### config.mk
export PLATFORM = sky130hd
export DESIGN_NAME = gbus_rx_serializer
export DESIGN_NICKNAME = d
export VERILOG_FILES = /design/src/rtl/gbus_pkg.sv /design/src/rtl/gbus_rx_fifo.sv /design/src/rtl/gbus_rx_serializer.sv
export SDC_FILE = /design/constraint.sdc
export NUM_CORES = 1
export LEC_CHECK = 0
export ABC_CLOCK_PERIOD_IN_PS = 19100
export CORE_UTILIZATION = 40
export CTS_CLUSTER_SIZE = 30
export DETAILED_ROUTE_END_ITERATION = 8
export PLACE_DENSITY_LB_ADDON = 0.3
export SLEW_MARGIN = 20
export SYNTH_ARGS = -nofsm -noshare
export SYNTH_HDL_FRONTEND = slang
export SYNTH_HIERARCHICAL = 1
export SYNTH_SLANG_ARGS = --single-unit
### constraint.sdc
create_clock -name clk -period 19.1 [get_ports clk]
set_input_delay 3.82 -clock clk [delete_from_list [all_inputs] [get_ports clk]]
set_output_delay 3.82 -clock clk [all_outputs]
set_load 0.05 [all_outputs]
### src/rtl/gbus_pkg.sv
// rtl/gbus_pkg.sv - shared gbus receive widths, beat derivation and FSM state type
package gbus_pkg;

  localparam int GBUS_DATA_WIDTH_DEF      = 128;
  localparam int GBUS_ADDR_WIDTH_DEF      = 14;
  localparam int INTERFACE_DATA_WIDTH_DEF = 16;
  localparam int FIFO_DEPTH_DEF           = 8;

  typedef enum logic {
    IDLE = 1'b0,
    SEND = 1'b1
  } rx_state_e;

  function automatic int calc_beats(input int gbus_w, input int intf_w);
    return gbus_w / intf_w;
  endfunction

  // A single-word beat still needs a one-bit index port.
  function automatic int calc_beat_idx_w(input int beats);
    return (beats > 1) ? $clog2(beats) : 1;
  endfunction

endpackage

### src/rtl/gbus_rx_fifo.sv
// rtl/gbus_rx_fifo.sv - register-array FIFO with zero-latency head and wrap-bit pointers
module gbus_rx_fifo #(
  parameter int WIDTH = 142,
  parameter int DEPTH = 8
) (
  input  logic                     clk,
  input  logic                     rst,
  input  logic                     push,
  input  logic [WIDTH-1:0]         push_data,
  input  logic                     pop,
  output logic [WIDTH-1:0]         head,
  output logic                     full,
  output logic                     empty,
  output logic [$clog2(DEPTH):0]   count
);

  localparam int AW = $clog2(DEPTH);

  logic [WIDTH-1:0] mem [DEPTH];
  logic [AW:0]      wr_ptr;
  logic [AW:0]      rd_ptr;
  logic             do_push;
  logic             do_pop;

  assign empty   = (wr_ptr == rd_ptr);
  assign full    = (wr_ptr[AW] != rd_ptr[AW]) && (wr_ptr[AW-1:0] == rd_ptr[AW-1:0]);
  assign count   = wr_ptr - rd_ptr;
  assign head    = mem[rd_ptr[AW-1:0]];
  assign do_pop  = pop && !empty;
  // A pop in the same cycle frees the slot, so a full FIFO may still accept.
  assign do_push = push && (!full || do_pop);

  always_ff @(posedge clk) begin
    if (rst) begin
      wr_ptr <= '0;
      rd_ptr <= '0;
    end else begin
      if (do_push) wr_ptr <= wr_ptr + 1'b1;
      if (do_pop)  rd_ptr <= rd_ptr + 1'b1;
    end
  end

  always_ff @(posedge clk) begin
    if (do_push) mem[wr_ptr[AW-1:0]] <= push_data;
  end

endmodule

### src/rtl/gbus_rx_serializer.sv
// rtl/gbus_rx_serializer.sv - buffers gbus write beats and serializes them onto the host port
module gbus_rx_serializer
  import gbus_pkg::*;
#(
  parameter int GBUS_DATA_WIDTH      = GBUS_DATA_WIDTH_DEF,
  parameter int GBUS_ADDR_WIDTH      = GBUS_ADDR_WIDTH_DEF,
  parameter int INTERFACE_DATA_WIDTH = INTERFACE_DATA_WIDTH_DEF,
  parameter int FIFO_DEPTH           = FIFO_DEPTH_DEF
) (
  input  logic                             clk,
  input  logic                             rst,
  input  logic                             in_gbus_wen,
  input  logic [GBUS_ADDR_WIDTH-1:0]       in_gbus_addr,
  input  logic [GBUS_DATA_WIDTH-1:0]       in_gbus_wdata,
  output logic                             host_vld,
  input  logic                             host_rdy,
  output logic [INTERFACE_DATA_WIDTH-1:0]  host_data,
  output logic [GBUS_ADDR_WIDTH-1:0]       host_addr,
  output logic [calc_beat_idx_w(calc_beats(GBUS_DATA_WIDTH, INTERFACE_DATA_WIDTH))-1:0] host_beat,
  output logic                             host_last,
  output logic [$clog2(FIFO_DEPTH):0]      fifo_cnt,
  output logic                             overflow,
  input  logic                             overflow_clr,
  output logic                             busy
);

  localparam int BEATS      = calc_beats(GBUS_DATA_WIDTH, INTERFACE_DATA_WIDTH);
  localparam int BEAT_IDX_W = calc_beat_idx_w(BEATS);
  localparam int ENTRY_W    = GBUS_ADDR_WIDTH + GBUS_DATA_WIDTH;
  localparam logic [BEAT_IDX_W-1:0] LAST_IDX = BEAT_IDX_W'(BEATS - 1);

  rx_state_e                  state_q;
  rx_state_e                  state_d;
  logic [GBUS_DATA_WIDTH-1:0] shift_q;
  logic [GBUS_ADDR_WIDTH-1:0] addr_q;
  logic [BEAT_IDX_W-1:0]      idx_q;

  logic               fifo_full;
  logic               fifo_empty;
  logic               fifo_push;
  logic               fifo_pop;
  logic [ENTRY_W-1:0] fifo_head;
  logic               handshake;
  logic               at_last;

  assign handshake = (state_q == SEND) && host_rdy;
  assign at_last   = (idx_q == LAST_IDX);
  // Popping on the last handshake chains beats with no idle cycle between them.
  assign fifo_pop  = !fifo_empty && ((state_q == IDLE) || (handshake && at_last));
  assign fifo_push = in_gbus_wen && (!fifo_full || fifo_pop);

  gbus_rx_fifo #(
    .WIDTH (ENTRY_W),
    .DEPTH (FIFO_DEPTH)
  ) u_fifo (
    .clk       (clk),
    .rst       (rst),
    .push      (fifo_push),
    .push_data ({in_gbus_addr, in_gbus_wdata}),
    .pop       (fifo_pop),
    .head      (fifo_head),
    .full      (fifo_full),
    .empty     (fifo_empty),
    .count     (fifo_cnt)
  );

  always_ff @(posedge clk) begin
    if (rst) state_q <= IDLE;
    else     state_q <= state_d;
  end

  always_comb begin
    state_d = state_q;
    case (state_q)
      IDLE:    if (!fifo_empty) state_d = SEND;
      SEND:    if (handshake && at_last && fifo_empty) state_d = IDLE;
      default: state_d = IDLE;
    endcase
  end

  always_comb begin
    host_vld  = (state_q == SEND);
    host_last = (state_q == SEND) && at_last;
    host_beat = idx_q;
    host_data = shift_q[INTERFACE_DATA_WIDTH-1:0];
    host_addr = addr_q;
  end

  always_ff @(posedge clk) begin
    if (rst) begin
      shift_q <= '0;
      addr_q  <= '0;
      idx_q   <= '0;
    end else if (fifo_pop) begin
      shift_q <= fifo_head[GBUS_DATA_WIDTH-1:0];
      addr_q  <= fifo_head[ENTRY_W-1:GBUS_DATA_WIDTH];
      idx_q   <= '0;
    end else if (handshake && !at_last) begin
      shift_q <= shift_q >> INTERFACE_DATA_WIDTH;
      idx_q   <= idx_q + 1'b1;
    end
  end

  // A new drop outranks a clear arriving in the same cycle.
  always_ff @(posedge clk) begin
    if (rst)                                   overflow <= 1'b0;
    else if (in_gbus_wen && !fifo_push)        overflow <= 1'b1;
    else if (overflow_clr)                     overflow <= 1'b0;
  end

  assign busy = (fifo_cnt != '0) || (state_q == SEND);

endmodule

---- Word level (Yosys, flattened, before mapping) ----
Memories as Yosys holds them, arrays and structs flattened. A register that Yosys moved wholly into a read port is not among the register bits.
Cells that the tools add are included.
word-level totals
  bits in registers ....................... 155
  memory bits (writable) .................. 1136
  input port bits ......................... 147
  output and inout bits ................... 41
  word-level logic and storage cells ...... 51
  memories kept ........................... 1
operators by class
  $add $sub $neg .......................... 4
  equality and inequality tests ........... 4
  multiplexer cells ....................... 11
  bitwise logic cells ..................... 1
  reductions and logical operators ........ 23
memories
  memory      words  width  read ports  clocked after Yosys merged registers in  wr ports  RTL line            RTL
  u_fifo.mem  8      142    1           1                                        1         gbus_rx_fifo.sv:19  logic [WIDTH-1:0] mem [DEPTH];
operators by type and width
  kind                                          count
  two-way mux 128 bit                           2
  logical AND 1 bit                             11
  adder 4 x 1 -> 4 bit (second input constant)  2
  two-way mux 1 bit                             6
  two-way mux 3 bit                             2
  == test 4 bit                                 1
  zero test 1 bit                               4
  logical OR 1 bit                              4
  nonzero test 2 bit                            2
  nonzero test 4 bit                            1
  subtractor 4 bit                              1
  adder 3 x 1 -> 3 bit (second input constant)  1
  == test 3 bit                                 1
  == test 3 bit (second input constant)         1
  one-hot mux 1 bit (2 select lines)            1
  OR reduction 2 bit                            1
  inequality test 1 bit                         1
  inverter 1 bit                                1

---- Depth between registers and ports, before layout ----
  depth in word-level cells ............... 9
  depth in mapped cells ................... 13
  gate-level depth less buffers ........... 11

---- By module ----
Netlist, hierarchy kept.
by module, submodules not included
  module              times used  cells an instance  area an instance (µm²)  sequential area each (µm²)
  gbus_rx_fifo        1           1715               43262.7                 34332.9
  gbus_rx_serializer  1           955                8227.9                  2942.8

---- Worst setup path before layout ----
Ideal clock, no wire load.
  path kind ............................... input -> register
  start ................................... input host_rdy
  end ..................................... memory u_fifo.mem[3][0], enable pin
  library setup time ...................... 0.817 ns
  data arrival time ....................... 14.504 ns
  required time ........................... 18.283 ns
  path slack .............................. 3.778 ns
  stages .................................. 7
  path buffers ............................ 2
  cell sequence ........................... a21bo_4 > nand2_4 > buf_6 > buf_6 > a21boi_0 > nand3b_1 > nor3_1
on the way
  cells in the longest elaborated chain, start to end .. 9
  elaborated cells on any way between the ends .. 11
  classes of those cells .................. mux (2); reduce/logical (9)
RTL lines
  what                                     RTL line                  RTL
  start, declared                          gbus_rx_serializer.sv:16  input logic host_rdy,
  logical AND 1 bit                        gbus_rx_serializer.sv:46  assign handshake = (state_q == SEND) && host_rdy;
  logical AND 1 bit                        gbus_rx_serializer.sv:49  assign fifo_pop = !fifo_empty && ((state_q == IDLE) || (handshake && at_last));
  logical OR 1 bit                         gbus_rx_serializer.sv:49
  logical AND 1 bit                        gbus_rx_serializer.sv:49
  logical OR 1 bit                         gbus_rx_serializer.sv:50  assign fifo_push = in_gbus_wen && (!fifo_full || fifo_pop);
  logical AND 1 bit                        gbus_rx_serializer.sv:50
  net fifo_push                            gbus_rx_serializer.sv:40  logic fifo_push;
  logical AND 1 bit                        gbus_rx_fifo.sv:31        assign do_push = push && (!full || do_pop);
  two-way mux 1 bit                        gbus_rx_fifo.sv:44        if (do_push) mem[wr_ptr[AW-1:0]] <= push_data;
  two-way mux 1 bit (implied by the code)  gbus_rx_fifo.sv:44
  end, declared                            gbus_rx_fifo.sv:19
The timed path passes the listed nets, and every way through them passes these cells.

---- Final worst setup path ----
  start ................................... input host_rdy
  end ..................................... memory u_fifo.mem[6][60], enable pin
The elaborated chain is that of the path after synthesis.

==> flow_summary_export.csv <==
group,metric,value,unit
final_layout,final_cell_mix,"1136 x edfxtp_1, 284 x mux4_2, 185 x clkdlybuf4s50_1",
drt,viasPerCell,5.615,
cts,hold_buffers,0,
critical_path,start_kind,"primary input",
final_layout,final_common_cell,"edfxtp_1",
drt,drtAntennaViolNets,0,
critical_path,crit_path_end_kind,"flop",
synth,yosysSeqAreaShare,72.39,%
global_route,antenna_found_initial,21,
job,max-cap-violations,0,
min_path,hp-class,"reg -> reg",
critical_path,r2r_end,"u_fifo/mem[6][60]",
final_layout,fin_cells,4591,
synth,syn_area,51490,um2
critical_path,r2r-start,"u_fifo/wr_ptr[0]",
floorplan,io_pins,188,
synth,ys.flop_type,"edfxtp_1",
sta,fin_crit_sh,46.20,%
placed_design,dp.cells,4347,
critical_path,arrival,9190,ps
drt,drt_pre_antenna_iters,5,
cts,path_clk_slew,60,ps
drt,drc_errors,0,
sta,report.final.slew_viol_count,0,
synth,synth_cell_types,42,
drt,wl,117.9,mm
global_route,grt_pass1_vias,26850,
synth,synth_edf_count,1136,
run_status,status,"finished, final reports clean",
final_layout,drive_above_1_share,23.44,%
drt,routedWlPerCell,25.69,um
critical_path,path_cells,"clkbuf_8 -> a21bo_4 -> nand2_8 -> a21boi_0 -> nand3_1 -> nor2_4 -> buf_4 -> buf_4 -> buf_4",
critical_path,crit_family,"buffers and inverters",
critical_path,ff2ff_setup_slack,12430,ps
critical_path,slowest_delay,780,ps
sta,tns,0,ps
cts,cts_setup_buffers,0,
sta,rsz0062_at_grt,"no",
cts,ctsRootBufferMaster,"clkbuf_16",
floorplan,die_h,360.8,um
critical_path,r2r_cells,12,
floorplan,start_util,40.33,%
drt,drt-initial-drc-count,2284,
sta,fmax,113.3,MHz
sta,setup_viol,0,
sta,hold_violations,0,
synth,synth_seq_cells,1294,
placed_design,port_buffers,187,
final_layout,syn2layout_area_growth,14.37,%
floorplan,dieArea,130200,um2
global_route,grt_max_degree,125,
synth,synthesis.nets,2825,
global_route,grt_pass1_wl,175.7,mm
placed_design,place.gp.congestion,0.7642,
cts,tritoncts,"built",
sta,worst_clock_skew,29.05,ps
placed_design,place_area,54670,um2
global_route,grt-ovfl-total,0,
sta,tightest_slew,1187,ps
floorplan,num_rows,131,
critical_path,cp.depth,9,
sta,layout_min_cycle_time,8825,ps
min_path,hp-start,"host_addr[7]",
floorplan,die_w,360.8,um
pwr,p_leak,18.14,nW
synth,avgSynthCellArea,19.28,um2
cts,cts_buffer_depth,3,
min_path,hold-path-endpoint,"host_addr[7]",
final_layout,nNetsFinal,2975,
critical_path,cpMostUsedCell,"buf_4",
synth,syn_inst,2670,
synth,yosysWarnings,6,
cts,cts.sinks,1294,
critical_path,path_max_fanout,124,
sta,maxSlewHeadroom,20.63,%
drt,dr_total_vias,25780,
critical_path,critPathKind,"in -> reg",
placed_design,place.detailed.hpwl,67.58,mm
cts,clkLatencyLatePin,760,ps
critical_path,required,19470,ps
sta,fin_worst_hold_slack,483.4,ps
pwr,power_density,121.2,nW/um2
final_layout,finalInstanceArea,58890,um2
cts,cts_made_buffers,133,
critical_path,path_buf_inv,4,
floorplan,core-area,127700,um2
final_layout,nFillCells,10500,
critical_path,cp_slowest_cell,"buf_4",
pwr,vdd_drop_max,0.00008229,V
global_route,track_usage,18.19,%
pwr,power,7.136,mW
cts,ctsResizeCount,0,
synth,async_flop_share,0,%
cts,htreeDepth,4,
min_path,min_path_cells,2,
## layer usage
metal / global-route usage [%] / wire length, um / vias up
li1: - / - / 11250
met1: 24.96 / 51430 / 13630
met2: 29.19 / 57170 / 690
met3: 4.006 / 6719 / 172
met4: 5.073 / 2399 / 32
met5: 0 / 201 / -
## tightest hold or removal path, cell delays in order (launching register included)
cell	delay [ps]
dfxtp_1	300
o21ai_0	70
a21oi_1	70
## report_power, final
part / total (mW) / switching, mW / internal, mW / leakage [nW]
Combinational: 1.25 / 0.683 / 0.566 / 4.43
Sequential: 3.40 / 0.147 / 3.25 / 11.6
Clock: 2.49 / 1.06 / 1.44 / 2.09
## worst max path at each step
stage                         from                end  slack, ps
after detailed placement  host_rdy  u_fifo/mem[6][59]       9520
after CTS                 host_rdy  u_fifo/mem[6][60]      10310
final                     host_rdy  u_fifo/mem[6][60]      10270
after global placement    host_rdy  u_fifo/mem[6][59]       9490
after global routing      host_rdy  u_fifo/mem[6][53]      10030
after floorplan           host_rdy   u_fifo/mem[3][0]       3780
## cells in the mapped netlist (2+ instances only)
| master | n | area, um2 |
|---|---|---|
| inv_2 | 2 | 7.510 |
| nand3b_1 | 114 | 855.8 |
| buf_2 | 57 | 285.3 |
| edfxtp_1 | 1136 | 34110 |
| o211ai_1 | 17 | 127.6 |
| clkbuf_2 | 5 | 25.02 |
| nor3b_1 | 113 | 848.3 |
| buf_4 | 21 | 157.7 |
| o2111a_1 | 112 | 1261 |
| nor3_1 | 7 | 35.03 |
| clkbuf_1 | 81 | 304.0 |
| buf_6 | 36 | 405.4 |
| ha_1 | 7 | 87.58 |
| mux2_2 | 142 | 1599 |
| o21ai_0 | 128 | 640.6 |
| dfxtp_1 | 158 | 3163 |
| inv_1 | 7 | 26.28 |
| buf_1 | 15 | 56.30 |
| nand2_1 | 4 | 15.01 |
| a21oi_1 | 33 | 165.2 |
| nand3_1 | 34 | 170.2 |
| xnor2_1 | 5 | 43.79 |
| nor2_1 | 127 | 476.7 |
| mux4_2 | 284 | 6396 |
| xor2_1 | 5 | 43.79 |
| mux2i_1 | 3 | 30.03 |
| nand2b_1 | 2 | 12.51 |
## kinds of logic (layout without fill, tap and decap cells)
group / Yosys count / count (layout) / synth area share [%]
AOI/OAI and AO/OA: 298 / 298 / 4.408
and+or+nand+nor: 406 / 406 / 4.765
DFF: 1294 / 1294 / 72.39
other: 0 / 3 / 0
muxes: 429 / 429 / 15.59
buffers and inverters: 225 / 481 / 2.469
adders and majority gates: 8 / 8 / 0.2090
xor gates and xnor gates: 10 / 10 / 0.1701
## final cells by class
type,instances,area [um2],area share [%]
clock inverter,64,514.2,0.8732
tap,1662,2079,3.531
clock buffer,177,3696,6.276
inverter,10,40.04,0.06799
multi-input combinational,1151,13040,22.15
timing repair buffer,230,2218,3.767
sequential,1294,37290,63.32
antenna,3,7.507,0.01275
## sequential cells by signal (all words and copies together) (netlist names), named ones only
name and cells:
shift_q 128, overflow 1, u_fifo/mem 1136, host_addr 14, u_fifo/rd_ptr 4, u_fifo/wr_ptr 4, host_vld 1, host_beat 3
## metrics by stage
stage | util [%] | setup WS (ps)
finish | 46.12 | 10270
CTS | 46.12 | 10310
global route | 46.12 | 10030
floorplan | - | 3778
detailed placement | 42.82 | 9517
global placement | 42.82 | 9495
Note: power is estimated with default switching activity, not from simulation.
